[config.mk]
export PLATFORM = sky130hd
export DESIGN_NAME = serial_alu_seq
export DESIGN_NICKNAME = d
export VERILOG_FILES = /design/src/rtl/alu_pkg.sv /design/src/rtl/serial_alu_seq_bit_cell.sv /design/src/rtl/serial_alu_seq.sv
export SDC_FILE = /design/constraint.sdc
export NUM_CORES = 1
export LEC_CHECK = 0
export BUFFER_PORTS_ARGS = -buffer_cell sky130_fd_sc_hd__buf_2
export CAP_MARGIN = 20
export CORE_ASPECT_RATIO = 0.7
export CORE_MARGIN = 1
export CORE_UTILIZATION = 40
export CTS_CLUSTER_SIZE = 28
export DETAILED_ROUTE_END_ITERATION = 7
export SYNTH_ARGS = -nofsm -noshare
export SYNTH_HDL_FRONTEND = slang
export SYNTH_SLANG_ARGS = --single-unit
[constraint.sdc]
create_clock -name clk_i -period 4.8 [get_ports clk_i]
set_clock_uncertainty 0.15 [all_clocks]
set_input_delay 0.48 -clock clk_i [delete_from_list [all_inputs] [get_ports clk_i]]
set_output_delay 0.48 -clock clk_i [all_outputs]
set_load 0.05 [all_outputs]
[src/rtl/alu_pkg.sv]
// Shared definitions for the bit-serial ALU sequencer.
//   - ALU control codes {A_invert, B_invert, op[1:0]}
//   - sequencer state encoding
//   - ctrl_legal(): true for the six supported control codes
package alu_pkg;

    localparam logic [3:0] CTRL_AND = 4'b0000;
    localparam logic [3:0] CTRL_OR  = 4'b0001;
    localparam logic [3:0] CTRL_ADD = 4'b0010;
    localparam logic [3:0] CTRL_SUB = 4'b0110;
    localparam logic [3:0] CTRL_SLT = 4'b0111;
    localparam logic [3:0] CTRL_NOR = 4'b1100;

    typedef enum logic [1:0] {
        IDLE = 2'd0,
        CALC = 2'd1,
        DONE = 2'd2
    } state_e;

    function automatic logic ctrl_legal(input logic [3:0] ctrl);
        return ctrl inside {CTRL_AND, CTRL_OR, CTRL_ADD, CTRL_SUB, CTRL_SLT, CTRL_NOR};
    endfunction

endpackage

[src/rtl/serial_alu_seq_bit_cell.sv]
// serial_bit_cell: combinational 1-bit ALU slice.
//   a, b         operand bits (before inversion)
//   a_invert     invert a
//   b_invert     invert b
//   op           00 AND, 01 OR, 10 sum, 11 SLT (result bit forced 0)
//   cin          carry into this bit
//   res          selected result bit
//   sum          full-adder sum (used for the SLT decision at the MSB)
//   cout         full-adder carry out
module serial_bit_cell (
    input  logic       a,
    input  logic       b,
    input  logic       a_invert,
    input  logic       b_invert,
    input  logic [1:0] op,
    input  logic       cin,
    output logic       res,
    output logic       sum,
    output logic       cout
);

    logic a_eff, b_eff;

    assign a_eff = a ^ a_invert;
    assign b_eff = b ^ b_invert;
    assign sum   = a_eff ^ b_eff ^ cin;
    assign cout  = (a_eff & b_eff) | (a_eff & cin) | (b_eff & cin);

    always_comb begin
        res = 1'b0;
        unique case (op)
            2'b00:   res = a_eff & b_eff;
            2'b01:   res = a_eff | b_eff;
            2'b10:   res = sum;
            default: res = 1'b0;  // SLT: low bits are zero, bit 0 fixed at the MSB
        endcase
    end

endmodule

[src/rtl/serial_alu_seq.sv]
// serial_alu_seq: bit-serial ALU sequencer.
// Latches an operand pair and control code on start, then walks one
// serial_bit_cell across the operands LSB first, one bit per cycle, keeping
// the ripple carry in a flop. Result and flags are published on the final bit.
//   clk_i       clock, rising edge
//   rst_n       asynchronous active-low reset
//   start_i     request, sampled in IDLE or DONE
//   ctrl_i      {A_invert, B_invert, op[1:0]}
//   src1_i      operand A
//   src2_i      operand B
//   busy_o      high while calculating
//   done_o      one-cycle pulse, result valid
//   result_o    result, held until the next operation completes
//   zero_o      result_o == 0
//   cout_o      carry out of MSB (ADD/SUB/SLT)
//   overflow_o  signed overflow (ADD/SUB)
module serial_alu_seq
    import alu_pkg::*;
#(
    parameter int WIDTH = 32
) (
    input  logic             clk_i,
    input  logic             rst_n,
    input  logic             start_i,
    input  logic [3:0]       ctrl_i,
    input  logic [WIDTH-1:0] src1_i,
    input  logic [WIDTH-1:0] src2_i,
    output logic             busy_o,
    output logic             done_o,
    output logic [WIDTH-1:0] result_o,
    output logic             zero_o,
    output logic             cout_o,
    output logic             overflow_o
);

    localparam int CNT_W = $clog2(WIDTH);

    state_e           state_q, state_d;
    logic [CNT_W-1:0] cnt_q;
    logic             carry_q;
    logic [WIDTH-1:0] a_q, b_q, work_q;
    logic [3:0]       ctrl_q;

    logic             accept, last_bit;
    logic             cell_res, cell_sum, cell_cout, ov_int;
    logic [WIDTH-1:0] merged, fin_res;
    logic             fin_zero, fin_cout, fin_ov;

    assign accept   = start_i && (state_q == IDLE || state_q == DONE);
    assign last_bit = (state_q == CALC) && (cnt_q == CNT_W'(WIDTH-1));
    assign busy_o   = (state_q == CALC);
    assign done_o   = (state_q == DONE);

    serial_bit_cell u_cell (
        .a        (a_q[cnt_q]),
        .b        (b_q[cnt_q]),
        .a_invert (ctrl_q[3]),
        .b_invert (ctrl_q[2]),
        .op       (ctrl_q[1:0]),
        .cin      (carry_q),
        .res      (cell_res),
        .sum      (cell_sum),
        .cout     (cell_cout)
    );

    // Working result with the current bit dropped in; at the last bit this
    // is the complete plain result.
    always_comb begin
        merged        = work_q;
        merged[cnt_q] = cell_res;
    end

    // Final result/flags, only consumed on the last bit. carry_q is then the
    // carry into the MSB, so overflow is carry-in ^ carry-out of the MSB.
    always_comb begin
        fin_res  = '0;
        fin_zero = 1'b0;
        fin_cout = 1'b0;
        fin_ov   = 1'b0;
        ov_int   = carry_q ^ cell_cout;
        if (ctrl_legal(ctrl_q)) begin
            unique case (ctrl_q[1:0])
                2'b11: begin
                    fin_res  = {{(WIDTH-1){1'b0}}, cell_sum ^ ov_int};
                    fin_cout = cell_cout;
                end
                2'b10: begin
                    fin_res  = merged;
                    fin_cout = cell_cout;
                    fin_ov   = ov_int;
                end
                default: fin_res = merged;
            endcase
            fin_zero = (fin_res == '0);
        end
    end

    always_comb begin
        state_d = state_q;
        unique case (state_q)
            IDLE:    if (start_i) state_d = CALC;
            CALC:    if (last_bit) state_d = DONE;
            DONE:    state_d = start_i ? CALC : IDLE;
            default: state_d = IDLE;
        endcase
    end

    always_ff @(posedge clk_i or negedge rst_n) begin
        if (!rst_n) state_q <= IDLE;
        else        state_q <= state_d;
    end

    always_ff @(posedge clk_i or negedge rst_n) begin
        if (!rst_n) begin
            cnt_q      <= '0;
            carry_q    <= 1'b0;
            a_q        <= '0;
            b_q        <= '0;
            ctrl_q     <= '0;
            work_q     <= '0;
            result_o   <= '0;
            zero_o     <= 1'b0;
            cout_o     <= 1'b0;
            overflow_o <= 1'b0;
        end else if (accept) begin
            a_q     <= src1_i;
            b_q     <= src2_i;
            ctrl_q  <= ctrl_i;
            carry_q <= ctrl_i[2];  // +1 of the two's-complement negate
            cnt_q   <= '0;
            work_q  <= '0;
        end else if (state_q == CALC) begin
            work_q  <= merged;
            carry_q <= cell_cout;
            cnt_q   <= cnt_q + CNT_W'(1);
            if (last_bit) begin
                result_o   <= fin_res;
                zero_o     <= fin_zero;
                cout_o     <= fin_cout;
                overflow_o <= fin_ov;
            end
        end
    end

endmodule

======== Yosys cells after proc, flatten, opt, wreduce, memory -nomap -nowiden ========
Index checks and enable logic that the tools add are counted.
storage, ports and cells
  register bits ........................... 143
  output and inout bits ................... 37
  word-level logic and storage cells ...... 79
cells by class
  add/sub/neg operators ................... 1
  magnitude comparators ................... 2
  eq/ne operators ......................... 13
  mux-type cells .......................... 26
  bitwise operators ....................... 13
  reductions and logical operators ........ 13
operators by type and width
  kind                   count
  $mux W32               5
  $bwmux W32             1
  $logic_not A32 Y1      1
  $mux W1                11
  $bmux W1 S5            2
  $mux W5                2
  $eq A4 B3 Y1 const B   2
  $eq A2 B2 Y1 const B   3
  $lt A5 B6 Y1 const B   1
  $pmux W2 S3            1
  $reduce_bool A6 Y1     1
  $xor A1 B1 Y1          6
  $add A5 B1 Y5 const B  1
  $demux W1 S5           1
  $eq A5 B5 Y1 const B   1
  $ge A5 B1 Y1 const B   1
  $eq A2 B1 Y1 const B   2
  $eq A4 B1 Y1 const B   1
  $eq A4 B2 Y1 const B   1
  $eq A4 B4 Y1 const B   1
  $logic_not A2 Y1       2
  $logic_not A4 Y1       1
  $mux W2                2
  $and A1 B1 Y1          3
  other kinds (11)       15

======== Depth between registers and ports, before layout ========
Gate-level depths: netlist of run 1.
  word-level depth ........................ 12
  gate-level depth with buffers ........... 16

======== Hierarchy ========
From an unflattened synthesis of run 1, not the netlist that was laid out.
unflattened totals
  cell total of the unflattened synthesis .. 538
  area total of the unflattened synthesis .. 6736.5 um^2
modules (own cells, without submodules)
  module           times used  cells each  area an instance (um^2)  seq. area each (um^2)
  serial_alu_seq   1           528         6643.9                   3578.4
  serial_bit_cell  1           10          92.6                     0.0

======== Worst setup path after synthesis of run 1 ========
OpenSTA, ideal clock, no wires.
  path kind ............................... register -> register
  start point ............................. reg cnt_q[0]
  end point ............................... reg result_o[13]
  library setup time ...................... 0.083 ns
  data arrival time ....................... 3.261 ns
  required time ........................... 4.567 ns
  setup slack ............................. 1.306 ns
  cell stages (with the launch flop) ...... 14
  period minus slack after synthesis ...... 3.494 ns
  path through ............................ dfrtp_1 -> buf_2 -> mux4_2 -> mux2i_1 -> a22oi_1 -> nand2_1 -> xor2_1 -> fa_1 -> o21ai_0 -> o31a_1 -> clkbuf_1 -> clkbuf_1 -> mux2i_1 -> o21ai_0
between the ends
  word-level cells in the longest chain between the ends .. 10
  elaborated cells on any way between the ends .. 23
  classes of those cells .................. order compare (2); eq/ne (1); mux (11); bitwise (6); reduce/logical (3)
ends and longest elaborated chain
  what                                     line                                                          RTL
  start: declaration                       serial_alu_seq.sv:39                                          logic [CNT_W-1:0] cnt_q;
  start signal: assignment                 serial_alu_seq.sv:135                                         cnt_q <= cnt_q + CNT_W'(1);
  $bmux W1 S5, on equally long branches    serial_alu_seq.sv:55, serial_alu_seq.sv:56
  $mux W1, on equally long branches        serial_alu_seq.sv:55, serial_alu_seq.sv:56
  $xor A1 B1 Y1, on equally long branches  serial_alu_seq_bit_cell.sv:24, serial_alu_seq_bit_cell.sv:25
  $xor A1 B1 Y1 (2 in a row)               serial_alu_seq_bit_cell.sv:26                                 assign sum = a_eff ^ b_eff ^ cin;
  $pmux W1 S3                              serial_alu_seq_bit_cell.sv:31                                 unique case (op)
  $bwmux W32                               serial_alu_seq.sv:70                                          merged[cnt_q] = cell_res;
  $mux W32                                 serial_alu_seq.sv:82                                          unique case (ctrl_q[1:0])
  $mux W32 (2 in a row)                    serial_alu_seq.sv:81                                          if (ctrl_legal(ctrl_q)) begin
  end signal: assignment                   serial_alu_seq.sv:137                                         result_o <= fin_res;
  end: declaration                         serial_alu_seq.sv:30                                          output logic [WIDTH-1:0] result_o,
Several ways; a longest one is shown, not always the timed one. The select of a mux whose other input is x is not followed.
A chain may end at the register's enable or synchronous reset.

======== Worst setup path in the final report of run 1 ========
  start point ............................. reg cnt_q[1]
  end point ............................... reg result_o[0]
between the ends
  word-level cells in the longest chain between the ends .. 11
  elaborated cells on any way between the ends .. 29
  classes of those cells .................. order compare (2); eq/ne (1); mux (11); bitwise (12); reduce/logical (3)
ends and longest elaborated chain
  what                                     line                                                          RTL
  $bmux W1 S5, on equally long branches    serial_alu_seq.sv:55, serial_alu_seq.sv:56
  $mux W1, on equally long branches        serial_alu_seq.sv:55, serial_alu_seq.sv:56
  $xor A1 B1 Y1, on equally long branches  serial_alu_seq_bit_cell.sv:24, serial_alu_seq_bit_cell.sv:25
  $and A1 B1 Y1, on equally long branches  serial_alu_seq_bit_cell.sv:27, serial_alu_seq_bit_cell.sv:32
  $or A1 B1 Y1 (2 in a row)                serial_alu_seq_bit_cell.sv:27                                 assign cout = (a_eff & b_eff) | (a_eff & cin) | (b_eff & cin);
  $xor A1 B1 Y1                            serial_alu_seq.sv:80                                          ov_int = carry_q ^ cell_cout;
  $xor A1 B1 Y1                            serial_alu_seq.sv:84                                          fin_res = {{(WIDTH-1){1'b0}}, cell_sum ^ ov_int};
  $mux W32                                 serial_alu_seq.sv:82
  $mux W32 (2 in a row)                    serial_alu_seq.sv:81
Several ways; a longest one is shown, not always the timed one. The select of a mux whose other input is x is not followed.

==> results.json, run 1 <==
{
  "root_buffer": "clkbuf_16",
  "drt_first_pass_iters": 5,
  "hp-class": "input pin to flip-flop",
  "rows": 40,
  "grt_usage": 0.2213,
  "min_period_ns": 4.162,
  "portBuffers": 107,
  "ant_nets": 0,
  "yosys_warnings": 0,
  "syn_area_um2": 7214,
  "syn_nets": 876,
  "dp_slack_ns": 0.6652,
  "min_from": "src2_i[9]",
  "critical_path_required_ns": 5.01,
  "drive_gt1_frac": 0.2009,
  "globalRouteOverflowTotal": 0,
  "grt_max_degree": 71,
  "die_w_um": 162.5,
  "yosys.cell_types.count": 60,
  "antenna_found_initial": 0,
  "busiest_layer": "met1",
  "drt-vias-per-instance": 5.283,
  "gp_congestion": 0.8450,
  "path_max_fanout": 20,
  "gr-usage-met2": 0.2926,
  "initial_core_util": 0.4142,
  "cap_violations": 0,
  "path_clk_slew_ns": 0.06,
  "async_reset_ff_frac": 1.000,
  "fin_tns_setup_ns": 0,
  "grtUsageMet3": 0.05940,
  "totalWireLength_um": 19080,
  "syn_to_final_growth_pct": 18.42,
  "p_sw_w": 0.002695,
  "synthFlopType": "dfrtp_1",
  "relSlewSlack": 0.4485,
  "avgSynthCellArea_um2": 9.063,
  "vias": 5927,
  "pwr-share-seq": 0.319,
  "leakage_nw": 4.147,
  "fillers": 1652,
  "layout_setup_ws_ns": 0.6381,
  "grt_use_met1": 0.3522,
  "p_comb_frac": 0.468,
  "seq_area_um2": 3578,
  "synth_seq_cells": 143,
  "netlist_instances": 796,
  "clockBufferDepth": 2,
  "io_pins": 108,
  "path_class": "flip-flop to flip-flop",
  "cts_tree": "done",
  "grt_pass1_wl_um": 31460,
  "clk_latency_ns": 0.42,
  "fin_nets": 961,
  "yosysSeqAreaShare": 0.4960,
  "cts_max_level": 4,
  "grt_pass1_vias": 5651,
  "worstReg2RegStart": "cnt_q[1]",
  "drt_iter0_markers": 472,
  "antenna_cells": 0,
  "worst_slew_pin_slew_ns": 0.8273,
  "status": "finished, final reports clean",
  "cp-startpoint": "cnt_q[1]",
  "drt-wirelength-per-cell_um": 17.01,
  "drc": 0,
  "worstSetupEndpointType": "flip-flop",
  "p_int_w": 0.003580,
  "setup_viol": 0,
  "hold_viol_final": 0,
  "power_density_nw_per_um2": 734.5,
  "multi_input_area_um2": 3322,
  "cts_buffers": 17,
  "dp_hpwl_um": 12930,
  "cts_setup_buffers": 0,
  "fin_crit_sh": 0.8671,
  "dieArea_um2": 18590,
  "crit_arrival_ns": 4.37,
  "cp-start-kind": "flip-flop",
  "fmax_mhz": 240.3,
  "core_um2": 17420,
  "p_clk_frac": 0.213,
  "clock_sinks": 143,
  "grt_setup_unrepaired": "no",
  "synth-edff-count": 0,
  "ir_worst_vdd_v": 0.0003266,
  "sw_frac_of_total": 0.4295,
  "die_h_um": 114.4,
  "drv_slew": 0
}
==> repair_timing <==
action                    CTS  global route
hold endpoints to repair   64             0
gates resized for setup     0             0
hold buffers                1             0
==> state kept, by name, summed over array words and instances, names as in the netlist <==
name / cells
a_q: 32
b_q: 32
carry_q: 1
cnt_q: 5
cout_o: 1
ctrl_q: 4
overflow_o: 1
result_o: 32
state_q: 2
work_q: 32
zero_o: 1
==> power by group through the flow <==
stage,Sequential [W],Combinational (W),Clock [W]
2_1_floorplan,0.00196,0.00209,0
3_3_place_gp,0.00202,0.00285,0
3_5_place_dp,0.00200,0.00292,0
4_1_cts,0.00200,0.00293,0.00136
5_1_grt,0.00206,0.00327,0.00141
6_report,0.00200,0.00294,0.00134
==> cells in the final DEF, fill, tap and decap left out, types with 17 or more instances in the layout <==
cell type,synthesis,routed
nand2_1,256,256
dfrtp_1,143,143
buf_2,13,106
o21ai_0,63,63
nor2_1,44,44
a21oi_1,25,25
a22o_1,23,23
mux2i_1,22,22
inv_1,20,20
clkbuf_16,0,17
==> logic make-up after synthesis <==
kind of cell,after synthesis,share of synthesized area
compound gates,165,0.1434
flops,143,0.4960
fa+ha+maj,9,0.01769
buf+inv,80,0.04492
simple gates,357,0.2123
mux,39,0.08203
xor+xnor,3,0.003643
==> Yosys cell counts (12+ instances only) <==
cell type / number / share of area
dfrtp_1: 143 / 0.50
mux2i_1: 22 / 0.031
o21ai_1: 12 / 0.0083
inv_1: 20 / 0.010
nor2_1: 44 / 0.023
clkbuf_1: 44 / 0.023
a22o_1: 23 / 0.028
a21oi_1: 25 / 0.017
buf_2: 13 / 0.0090
nand2_1: 256 / 0.13
o21ai_0: 63 / 0.044
mux4_2: 16 / 0.050
==> metrics by stage <==
step	hold slack [ns]	cells	util	cell area, um2	power, W
after floorplan	0.03441	796	-	7214	0.004046
after global placement	0.3089	1091	0.4560	7943	0.004870
after detailed placement	0.3084	1091	0.4560	7943	0.004918
after CTS	0.07877	1121	0.4901	8536	0.006282
after global routing	0.08880	1122	0.4905	8543	0.006738
final	0.09010	1122	0.4905	8543	0.006275
==> final timing paths <==
check	endpoint	slack [ns]	depth (start not counted)
max	result_o[0]	0.64	12
min	b_q[9]	0.09	3
max reg2reg	result_o[0]	0.64	12
min reg2reg	a_q[17]	0.32	2
max in group asynchronous	work_q[25]	3.04	3
min in group asynchronous	b_q[0]	0.47	2
==> area by class of cell <==
type,count,area share
multi-input cells,573,0.3888
clock inverters,10,0.01640
clock buffers,19,0.05185
repair buffers,125,0.08099
flip-flops and latches,143,0.4189
well taps,231,0.03383
inverters,21,0.009227
==> critical path: stages, from the launching register on <==
cell	delay, ns
dfrtp_1	0.88
mux4_2	0.43
mux2i_1	0.15
a22oi_1	0.09
nand2_1	0.18
xor2_1	0.29
fa_1	0.46
o21ai_0	0.23
o31a_1	0.43
buf_4	0.33
mux2i_1	0.11
o21ai_1	0.19
a22o_1	0.15
==> metal layers <==
metal | wire, um | part of all wire
met5 | 0 | 0
met4 | 161 | 0.0084
met3 | 1460 | 0.077
met2 | 7561 | 0.40
met1 | 9900 | 0.52
(Power assumes the default switching activity.)
==> inputs of run 2 (changes only) <==
BUFFER_PORTS_ARGS = not set   (was -buffer_cell sky130_fd_sc_hd__buf_2)
DONT_BUFFER_PORTS = 1   (was not set)
clock period = 4.15 ns   (was 4.8 ns; I/O delays follow)
==> results.json, run 2 (same netlist as run 1, synthesis figures left out) <==
{
  "min_period_ns": 3.894,
  "drive_gt1_frac": 0.08879,
  "ant_nets": 0,
  "final_cells": 1087,
  "drv_slew": 0,
  "drt_iter0_markers": 359,
  "io_pins": 108,
  "r2r_slack_ns": 0.26,
  "dp.cells": 985,
  "cpPeakStageDelay_ns": 0.53,
  "cts_setup_buffers": 0,
  "cts_buffers": 17,
  "antenna_cells": 0,
  "cts_tree": "done",
  "grt_usage": 0.2280,
  "ir_worst_vdd_v": 0.0004113,
  "initial_core_util": 0.4142,
  "worstReg2RegStart": "cnt_q[0]",
  "fin_crit_sh": 0.9383,
  "power_density_nw_per_um2": 849.5,
  "globalRouteOverflowTotal": 0,
  "dp_hpwl_um": 13140,
  "fin_tns_setup_ns": 0,
  "portBuffers": 0,
  "min_from": "start_i",
  "totalWireLength_um": 19690,
  "drc": 0,
  "dieArea_um2": 18590,
  "status": "finished, final reports clean",
  "setup_viol": 0,
  "drt_first_pass_iters": 5,
  "path_class": "flip-flop to flip-flop",
  "drt-wirelength-per-cell_um": 18.12,
  "antenna_found_initial": 0,
  "cp-start-kind": "flip-flop",
  "cts_max_level": 4,
  "gp_congestion": 0.8623,
  "path_clk_slew_ns": 0.06,
  "syn_to_final_growth_pct": 21.64,
  "fillers": 1603,
  "relSlewSlack": 0.3654,
  "reg2reg_depth": 13,
  "clk_latency_ns": 0.43,
  "worst_slew_pin_slew_ns": 0.9500,
  "r2r-end": "zero_o",
  "rows": 40,
  "grt_setup_unrepaired": "no",
  "hp-class": "input pin to flip-flop",
  "die_h_um": 114.4,
  "path_max_fanout": 26,
  "critPathBufInv": 2,
  "grt_pass1_vias": 5840,
  "cap_violations": 0,
  "grt_pass1_wl_um": 32150,
  "fin_area_um2": 8776,
  "critical_path_required_ns": 4.31,
  "final_cell_mix": "nand2_1 (255), dfrtp_1 (143), dlygate4sd3_1 (69)",
  "clock_sinks": 143,
  "place_area_um2": 7408,
  "core_um2": 17420,
  "crit_arrival_ns": 4.05,
  "hold_depth": 4,
  "die_w_um": 162.5,
  "grt_max_degree": 144,
  "critPathTopFamily": "compound AO/OA/AOI/OAI gates",
  "fmax_mhz": 256.8,
  "path_cells": "buf_12 > mux4_2 > mux2i_1 > a22oi_1 > nand2_1 > xor2_1 > fa_1 > o21ai_0 > o31a_1 > buf_6 > a32oi_1 > a31oi_1 > o31ai_2",
  "hold_end": "work_q[3]",
  "final_common_cell": "nand2_1",
  "worstSetupEndpointType": "flip-flop",
  "crit_path_top_delay_cell": "mux4_2",
  "vias": 5889,
  "leakage_nw": 4.011,
  "clockBufferDepth": 2,
  "multi_input_area_um2": 3324,
  "drt-vias-per-instance": 5.418,
  "hold_viol_final": 0,
  "fin_nets": 923,
  "root_buffer": "clkbuf_16",
  "seq_area_um2": 3578
}
run 2: layout make-up:
| class | instances | area share |
|---|---|---|
| inverter | 21 | 0.008982 |
| timing repair buffer | 87 | 0.09823 |
| clock inverter | 13 | 0.02395 |
| tap | 231 | 0.03293 |
| multi-input combinational | 573 | 0.3788 |
| sequential | 143 | 0.4078 |
| clock buffer | 19 | 0.04933 |
run 2: stage by stage:
stage,hold WS [ns],util,worst slack [ns],power (W)
after CTS,0.2434,0.5035,0.1703,0.007437
after global routing,0.2672,0.5039,0.03814,0.007957
after floorplan,-0.03059,-,0.6562,0.004680
final,0.2521,0.5039,0.2563,0.007456
after global placement,-0.02184,0.4254,0.4166,0.005482
after detailed placement,-0.02243,0.4254,0.2217,0.005619
run 2: per-layer routing:
layer,global-route usage,up-vias,share of wire
li1,-,2791,-
met1,0.3416,2865,0.49
met2,0.3142,205,0.42
met3,0.06556,28,0.077
met4,0.06981,0,0.016
met5,0,-,0
run 2: tightest hold or removal path, delay by kind of cell:
| kind | cells | cell delay [ns] |
|---|---|---|
| AND/OR/NAND/NOR | 3 | 0.29 |
| AO/OA/AOI/OAI | 1 | 0.07 |
run 2: worst max-delay path by stage:
| stage | from | to | slack, ns | cells past startpoint |
|---|---|---|---|---|
| detailed placement | cnt_q[0] | work_q[22] | 0.22 | 12 |
| floorplan | cnt_q[0] | result_o[13] | 0.66 | 13 |
| CTS | cnt_q[0] | work_q[22] | 0.17 | 12 |
| global route | cnt_q[0] | zero_o | 0.04 | 13 |
| global placement | cnt_q[0] | zero_o | 0.42 | 13 |
| finish | cnt_q[0] | zero_o | 0.26 | 13 |
run 2: repair_timing:
action	4_1_cts	5_1_grt
gates resized for setup	0	2
hold buffers	70	0
hold endpoints to repair	212	0
endpoints found under the setup margin	0	9
run 2: power breakdown:
group          internal (W)  total [W]  switching (W)
registers           0.00188    0.00245       0.000568
clock network       0.00107    0.00169       0.000618
logic               0.00130    0.00332        0.00202
total               0.00425    0.00746        0.00320
==> inputs of run 3 (changes only) <==
CORE_UTILIZATION = 55   (was 40)
PLACE_DENSITY = 0.7   (was not set)
==> results.json, run 3 (same netlist as run 1, synthesis figures left out) <==
{
  "status": "finished with violations",
  "failed_checks": "DRC",
  "die_h_um": 97.82,
  "cts_tree": "done",
  "drv_slew": 0,
  "io_pins": 108,
  "clk_latency_ns": 0.41,
  "cts_max_level": 4,
  "path_class": "flip-flop to flip-flop",
  "syn_to_final_growth_pct": 19.27,
  "drc": 7,
  "vias": 6056,
  "grt_pass1_vias": 5937,
  "rows": 34,
  "final_cell_mix": "nand2_1 (256), dfrtp_1 (141), dlygate4sd3_1 (68)",
  "worstSetupEndpointType": "flip-flop",
  "leakage_nw": 3.972,
  "grt_max_degree": 144,
  "antenna_cells": 0,
  "grt_usage": 0.2987,
  "setup_viol": 0,
  "hold_viol_final": 0,
  "root_buffer": "clkbuf_16",
  "antenna_found_initial": 0,
  "crit_path_top_delay_cell": "mux4_2",
  "totalWireLength_um": 19230,
  "gp_congestion": 0.9116,
  "crit_path_frequent_cell": "buf_4",
  "worst_slew_pin_slew_ns": 1.040,
  "fin_nets": 926,
  "drt_iter0_markers": 581,
  "dp_hpwl_um": 12350,
  "drt_first_pass_iters": 8,
  "final_common_cell": "nand2_1",
  "globalRouteOverflowTotal": 0,
  "critical_path_required_ns": 4.29,
  "fin_crit_sh": 0.9217,
  "die_w_um": 138.9,
  "cts_setup_buffers": 0,
  "path_max_fanout": 11,
  "drt-vias-per-instance": 5.931,
  "clockBufferDepth": 2,
  "fmax_mhz": 261.4,
  "path_cells": "buf_12 > mux4_2 > mux2i_1 > a22oi_1 > nand2_1 > xor2_1 > buf_4 > fa_1 > o21ai_0 > o31a_1 > buf_4 > a32oi_1 > a31oi_1 > o31ai_2",
  "power_w": 0.007221,
  "path_clk_slew_ns": 0.06,
  "dieArea_um2": 13590,
  "power_density_nw_per_um2": 839.3,
  "fin_tns_setup_ns": 0,
  "cts_buffers": 17,
  "clock_sinks": 143,
  "ant_nets": 0,
  "core_um2": 12590,
  "initial_core_util": 0.5729,
  "grt_setup_unrepaired": "no",
  "crit_arrival_ns": 3.96,
  "relSlewSlack": 0.3041,
  "cpPeakStageDelay_ns": 0.51,
  "hp-class": "input pin to flip-flop",
  "cp-start-kind": "flip-flop",
  "grt_pass1_wl_um": 31480,
  "cap_violations": 0,
  "ir_worst_vdd_v": 0.0004657,
  "min_period_ns": 3.825,
  "portBuffers": 0,
  "drive_gt1_frac": 0.09779,
  "drt-wirelength-per-cell_um": 18.83
}
[run 3: final timing paths]
| kind | from | slack, ns | depth (start not counted) | end |
|---|---|---|---|---|
| setup / recovery | cnt_q[0] | 0.33 | 14 | zero_o |
| hold / removal | ctrl_i[2] | 0.05 | 2 | ctrl_q[2] |
| setup reg to reg | cnt_q[0] | 0.33 | 14 | zero_o |
| hold reg to reg | a_q[27] | 0.33 | 2 | a_q[27] |
| max in group asynchronous | rst_n | 2.80 | 2 | work_q[13] |
| min in group asynchronous | rst_n | 0.48 | 2 | b_q[19] |
[run 3: final cells by class]
cell class                 instances  area [um2]
tap                              162       202.7
clock inverter                    15       111.4
inverter                          21       78.83
multi-input combinational        573        3327
sequential                       143        3581
clock buffer                      17       425.4
fill                             909        3988
timing repair buffer              90       878.3
[run 3: critical path, delay by kind of cell (launching register included)]
kind,cells,cell delay [ns]
AO/OA/AOI/OAI,6,1.10
XOR/XNOR,1,0.21
adder cells (fa/ha/maj),1,0.41
buffers and inverters,3,0.54
flip-flops,1,0.45
multiplexers,2,0.73
AND/OR/NAND/NOR,1,0.11
[run 3: stage by stage]
step | instance area, um2 | worst slack (ns) | std cells | utilization | hold slack (ns)
after floorplan | 7214 | 0.6562 | 796 | - | -0.03059
after global placement | 7352 | 0.2793 | 920 | 0.5839 | -0.02574
after detailed placement | 7352 | 0.1044 | 920 | 0.5839 | -0.02617
after CTS | 8602 | 0.2864 | 1021 | 0.6831 | 0.03265
after global routing | 8605 | 0.07046 | 1021 | 0.6833 | 0.03930
final | 8605 | 0.3251 | 1021 | 0.6833 | 0.05105
[run 3: routing by layer]
layer | routed length (um) | GRT usage
met4 | 304 | 0.08632
met2 | 8215 | 0.4332
met1 | 8781 | 0.4302
met3 | 1924 | 0.09662
met5 | 0 | 0
[run 3: timing repair]
action | CTS | global route
endpoints found under the hold margin | 210 | 0
gates resized for setup | 1 | 2
hold buffers | 69 | 0
endpoints found under the setup margin | 1 | 3
[run 3: power breakdown]
part	switching [W]	leakage [nW]	total [W]	internal [W]
Clock	0.000634	0.256	0.00140	0.000769
Sequential	0.000606	1.85	0.00249	0.00189
Combinational	0.00199	1.87	0.00333	0.00133
Total	0.00323	3.97	0.00722	0.00399
